$ cat config.mk
export PLATFORM = sky130hd
export DESIGN_NAME = mul_div
export DESIGN_NICKNAME = d
export VERILOG_FILES = /design/src/rtl/mul_div.sv
export SDC_FILE = /design/constraint.sdc
export NUM_CORES = 1
export LEC_CHECK = 0
export CORE_MARGIN = 2
export CORE_UTILIZATION = 50
export CTS_CLUSTER_DIAMETER = 50
export DETAILED_ROUTE_END_ITERATION = 7
export MAX_ROUTING_LAYER = met4
export PLACE_DENSITY = 0.7
export RECOVER_POWER = 25
export SLEW_MARGIN = 20
export SYNTH_ARGS = -nofsm -noshare
export SYNTH_HDL_FRONTEND = slang
export SYNTH_SLANG_ARGS = --single-unit
$ cat constraint.sdc
create_clock -name clk -period 7.95 [get_ports clk]
set_input_delay 1.59 -clock clk [delete_from_list [all_inputs] [get_ports clk]]
set_output_delay 1.59 -clock clk [all_outputs]
set_load 0.01 [all_outputs]
$ cat src/rtl/mul_div.sv
// Radix-2 iterative multiply/divide unit: one shift-add or restoring-subtract step per clock.
// MUL returns the full 2*XLEN product; DIV returns {quotient, remainder}.
module mul_div #(
  parameter int XLEN = 32
) (
  input  logic                clk,
  input  logic                rst,
  input  logic                start_i,
  input  logic                annul_i,
  input  logic                mul_or_div_i,
  input  logic [XLEN-1:0]     dividend_i,
  input  logic [XLEN-1:0]     divisor_i,
  input  logic                reg1_sign_i,
  input  logic                reg2_sign_i,
  output logic [2*XLEN-1:0]   result_o,
  output logic                done_o
);

  localparam int CW = $clog2(XLEN);
  localparam logic [CW-1:0] LAST = CW'(XLEN - 1);

  typedef enum logic [1:0] {IDLE, CALC, DONE} state_t;

  state_t              state, state_next;
  logic                is_div, is_div_next;
  logic                neg_q, neg_q_next;
  logic                neg_r, neg_r_next;
  logic [XLEN-1:0]     opa, opa_next;
  logic [XLEN-1:0]     opb, opb_next;
  logic [2*XLEN:0]     acc, acc_next;
  logic [CW-1:0]       cnt, cnt_next;
  logic [2*XLEN-1:0]   result_next;
  logic                done_next;

  logic [XLEN:0]       mul_sum;
  logic [XLEN+1:0]     diff;
  logic [2*XLEN:0]     mul_step, div_step, step;
  logic [XLEN-1:0]     q_mag, r_mag;
  logic [2*XLEN-1:0]   fixed;
  logic [XLEN-1:0]     mag_a, mag_b;

  function automatic logic [XLEN-1:0] magnitude(input logic [XLEN-1:0] x, input logic s);
    return (s && x[XLEN-1]) ? -x : x;
  endfunction

  assign mag_a = magnitude(dividend_i, reg1_sign_i);
  assign mag_b = magnitude(divisor_i, reg2_sign_i);

  // Multiply: acc = {carry, high partial product, remaining multiplier bits}.
  // Divide: acc = {partial remainder, dividend bits / quotient bits}; diff is the trial on (acc << 1).
  always_comb begin
    mul_sum  = {1'b0, acc[2*XLEN-1:XLEN]} + {1'b0, opa};
    mul_step = {1'b0, (acc[0] ? mul_sum : {1'b0, acc[2*XLEN-1:XLEN]}), acc[XLEN-1:1]};
    diff     = acc[2*XLEN:XLEN-1] - {2'b00, opb};
    div_step = diff[XLEN+1] ? {acc[2*XLEN-1:0], 1'b0}
                            : {diff[XLEN:0], acc[XLEN-2:0], 1'b1};
    step     = is_div ? div_step : mul_step;
    q_mag    = step[XLEN-1:0];
    r_mag    = step[2*XLEN-1:XLEN];
    if (is_div)
      fixed = {(neg_q ? -q_mag : q_mag), (neg_r ? -r_mag : r_mag)};
    else
      fixed = neg_q ? -step[2*XLEN-1:0] : step[2*XLEN-1:0];
  end

  always_comb begin
    state_next  = state;
    is_div_next = is_div;
    neg_q_next  = neg_q;
    neg_r_next  = neg_r;
    opa_next    = opa;
    opb_next    = opb;
    acc_next    = acc;
    cnt_next    = cnt;
    result_next = result_o;
    done_next   = 1'b0;
    case (state)
      IDLE: begin
        if (start_i && !annul_i) begin
          is_div_next = mul_or_div_i;
          neg_q_next  = (reg1_sign_i & dividend_i[XLEN-1]) ^ (reg2_sign_i & divisor_i[XLEN-1]);
          neg_r_next  = reg1_sign_i & dividend_i[XLEN-1];
          opa_next    = mag_a;
          opb_next    = mag_b;
          cnt_next    = '0;
          if (mul_or_div_i && divisor_i == '0) begin
            result_next = {{XLEN{1'b1}}, dividend_i};
            state_next  = DONE;
          end else begin
            acc_next   = {{(XLEN+1){1'b0}}, (mul_or_div_i ? mag_a : mag_b)};
            state_next = CALC;
          end
        end
      end
      CALC: begin
        if (annul_i || !start_i) begin
          state_next = IDLE;
        end else begin
          acc_next = step;
          cnt_next = cnt + 1'b1;
          if (cnt == LAST) begin
            result_next = fixed;
            state_next  = DONE;
          end
        end
      end
      DONE: begin
        done_next  = 1'b1;
        state_next = IDLE;
      end
      default: state_next = IDLE;
    endcase
  end

  always_ff @(posedge clk or negedge rst) begin
    if (!rst) begin
      state    <= IDLE;
      is_div   <= 1'b0;
      neg_q    <= 1'b0;
      neg_r    <= 1'b0;
      opa      <= '0;
      opb      <= '0;
      acc      <= '0;
      cnt      <= '0;
      result_o <= '0;
      done_o   <= 1'b0;
    end else begin
      state    <= state_next;
      is_div   <= is_div_next;
      neg_q    <= neg_q_next;
      neg_r    <= neg_r_next;
      opa      <= opa_next;
      opb      <= opb_next;
      acc      <= acc_next;
      cnt      <= cnt_next;
      result_o <= result_next;
      done_o   <= done_next;
    end
  end

endmodule

==> key figures <==
Floorplan
  – Horizontal die dimension: 194.2 microns
  – Area of the core region: 35,570 sq um
  – Die area: 37,720 sq um
  – Std-Cell Rows: 69
  – Initial core utilization: 50.86%
  – Die span in y: 194.2 microns
  – Top-level port count: 136

Global routing
  – Aggregate global-route resource usage: 41.25%
  – Initial antenna violation count: 0
  – Vias in the first global route: 18.13k
  – Remaining global-route overflow: 0
  – Global-route wire length before repair: 114,800 microns
  – Maximum number of pins on one net before global-route repair: 116

Clock tree
  – Clock tree root driver cell: clkbuf_16
  – # resized after CTS: 0
  – Post-CTS Hold Buffers: 0
  – Clock insertion delay at the later pin of the skew report: 0.55 ns
  – TritonCTS Buffers: 35
  – Clock tree from TritonCTS: built
  – Clock Sink Count: 204
  – Max clock buf depth: 3
  – Maximum level of the CTS H-tree: 2
  – Clock input transition at the sequential cells of the worst setup and hold paths: 0.06 ns
  – Post CTS Setup Buffer Count: 0

Drt
  – TritonRoute pass-1 iters: 8
  – Via-to-Cell Ratio: 6.768
  – Detailed-route via count: 19.18k
  – Number of nets with antenna violations after routing: 0
  – First DRT Iteration DRCs: 2,700
  – Routed wire length: 76,630 microns
  – DRC Markers: 0
  – Wire per inst: 27.05 microns

Timing
  – Slew Limit Fails: 83
  – Final setup fails: 0
  – Count of final hold-check violations: 0
  – Highest attainable clock frequency: 158.8 MHz
  – Final worst slack: 1.655 ns
  – Measured slew at the worst slew-check pin: 4.687 ns
  – Final sum of negative setup slack: 0 ns
  – Headroom to the max-slew limit: -212.4%
  – Fraction of the cycle the final worst path needs: 79.19%
  – Worst clock skew: 0.01705 ns
  – Tmin final: 6.295 ns
  – RSZ-0062 raised after global routing: no

Finish
  – Layout cells sized above 1: 6.872%
  – Finished Layout Cells: 2,833
  – NumNets Final: 2,491
  – Relative area change from synthesis to final layout: 15.39%
  – Antenna cells: 0

Run status
  – Status: finished, violations left
  – Violations in the final reports: capacitance limit, slew limit

Power
  – Pwr per Cell Area: 291.9 nW/um^2
  – Static leakage: 0.008754 uW
  – Worst VDD drop: 0.2109 mV

Critical path
  – Data arrival time of the critical path: 6.71 ns
  – Worst setup SP type: flip-flop
  – Data required time at the worst endpoint: 8.37 ns
  – Worst Setup End Kind: flip-flop
  – Maximum fanout along the worst path: 9
  – Class of the most critical setup path: reg2reg

Placed design
  – Cell total after placement: 2,770
  – Detailed Place HPWL: 58,410 microns
  – Number of port buffers: 135
  – Final estimated routing congestion in global placement: 1.058
  – Dpl ws: 1.748 ns

Logic synthesis
  – Register bit count reported by yosys: 204
  – Net Count, Synth: 2,426
  – Yosys Warn Count: 0
  – Proportion of synthesized chip area in sequential cells: 28.22%
  – Mapped Avg Cell Area: 7.924 sq um
  – Async set-reset flop share out of synthesis: 100.0%
  – Main flop type after synthesis: dfrtp_1
  – Count of distinct cell types in the synthesized netlist: 105
  – Yosys top cell by area: dfrtp_1
  – Post-synthesis cell area: 18,090 sq um
  – Number of cells produced by synthesis: 2,283
  – Area share of the largest cell type after synthesis: 28.22%
  – Leading post-synthesis cells by cell area: dfrtp_1, o21ai_0, nand2_1
  – Number of flops mapped to enable cells by yosys: 0

Worst hold path
  – Worst min-delay path category: reg2reg

Job
  – Number of maximum-capacitance constraint violations: 1
## final cells by class
class	count	area [sq um]
inverter	76	285.3
clock buffer	40	937.1
fill	3325	14700
timing repair buffer	174	1670
multi-input combinational	1857	12050
clock inverter	21	246.5
tap	461	576.8
sequential	204	5109
## report_power, final
group	switching, uW	leakage, uW	internal (uW)
combinational	1950	0.00566	1090
clock	609	0.000582	964
sequential	234	0.00251	1250
## sequential cells by signal, summed over array words and instances, names as in the netlist
signal,cells
done_o,1
result_o,64
neg_r,1
opa,32
neg_q,1
acc,65
opb,32
cnt,5
state,2
is_div,1
## synthesized netlist by cell type (13+ instances only)
library cell,number
o31ai_1,37
o211ai_1,24
mux2i_1,79
nand2b_1,14
clkbuf_1,102
a22o_1,25
ha_1,70
or3_1,25
a21oi_1,181
buf_6,13
a21o_1,32
nand2_1,283
nor3_1,53
a31oi_1,24
o22ai_1,26
nor2_1,165
inv_1,73
and3_1,23
o21a_1,19
nor4_1,21
a221oi_1,13
dfrtp_1,204
a211o_1,13
a211oi_1,30
nor2b_1,13
xor2_1,83
buf_1,13
xnor2_1,102
o21ai_0,235
nand4_1,28
nand3_1,34
## through the flow
step	utilization [%]	cell area, sq um	total power [uW]	hold slack (ns)
2_1_floorplan	-	18090	3277	0.4453
3_3_place_gp	55.24	19650	4394	0.4575
3_5_place_dp	55.24	19650	4418	0.4690
4_1_cts	58.57	20830	6003	0.4827
5_1_grt	58.69	20870	6340	0.5001
6_report	58.69	20870	6092	0.4791
## worst max-delay path: stages, from the launching register on
cell      delay [ns]
dfrtp_1         0.45
ha_1            0.48
nand2_1         0.15
nor4_1          0.52
nand2_1         0.22
a311oi_2        0.44
a211oi_4        0.12
a21o_1          0.24
inv_1           0.07
ha_1            0.21
o211ai_1        0.15
or4b_1          0.56
a2111o_1        0.36
or3_1           0.47
nor3_1          0.34
nand2_1         0.27
nor2_1          0.28
nand4_1         0.19
o31ai_1         0.35
xor2_1          0.19
a21oi_1         0.08
## worst paths after layout
kind	slack, ns	to	cells after the start	startpoint
max	1.65	result_o[62]	20	acc[52]
min	0.48	opb[16]	2	opb[16]
max reg2reg	1.65	result_o[62]	20	acc[52]
min reg2reg	0.48	opb[16]	2	opb[16]
max in group asynchronous	1.95	result_o[30]	2	rst
min in group asynchronous	2.73	acc[51]	1	rst
## cells in the final DEF, fill, tap and decap left out, types with 8 or more instances in the layout
| cell | n |
|---|---|
| buf_4 | 36 |
| nor2_1 | 165 |
| a211o_1 | 13 |
| nor3_1 | 53 |
| nand2_1 | 283 |
| clkdlybuf4s50_1 | 132 |
| inv_1 | 72 |
| a31oi_1 | 24 |
| o21a_1 | 19 |
| o211ai_1 | 24 |
| nand2b_1 | 12 |
| a22o_1 | 25 |
| nor2b_1 | 12 |
| a21o_1 | 32 |
| nand4_1 | 28 |
| o41ai_1 | 8 |
| nor4_1 | 21 |
| mux2_2 | 10 |
| xor2_1 | 83 |
| a211oi_1 | 30 |
| and3_1 | 23 |
| a221oi_1 | 13 |
| or3_1 | 25 |
| o22ai_1 | 26 |
| and2_1 | 10 |
| nand3b_1 | 11 |
| xnor2_1 | 102 |
| mux2i_1 | 79 |
| dfrtp_1 | 203 |
| o21ai_0 | 235 |
| clkbuf_16 | 37 |
| o31ai_1 | 36 |
| nand3_1 | 34 |
| a21oi_1 | 181 |
| ha_1 | 70 |
## logic make-up after synthesis
family	after synthesis	share of synthesized area, %
adders and majority gates	72	5.063
xor gates and xnor gates	185	8.957
DFF	204	28.22
muxes	90	5.070
AOI/OAI and AO/OA	774	27.67
buffers and inverters	222	5.353
and+or+nand+nor	736	19.66
## layer usage
layer / wire length [microns] / global-route usage [%]
met1: 31300 / 54.26
met2: 33160 / 61.10
met3: 6912 / 5.531
met4: 5258 / 23.48
met5: 0 / -
Power figures use the tool's default switching activity.
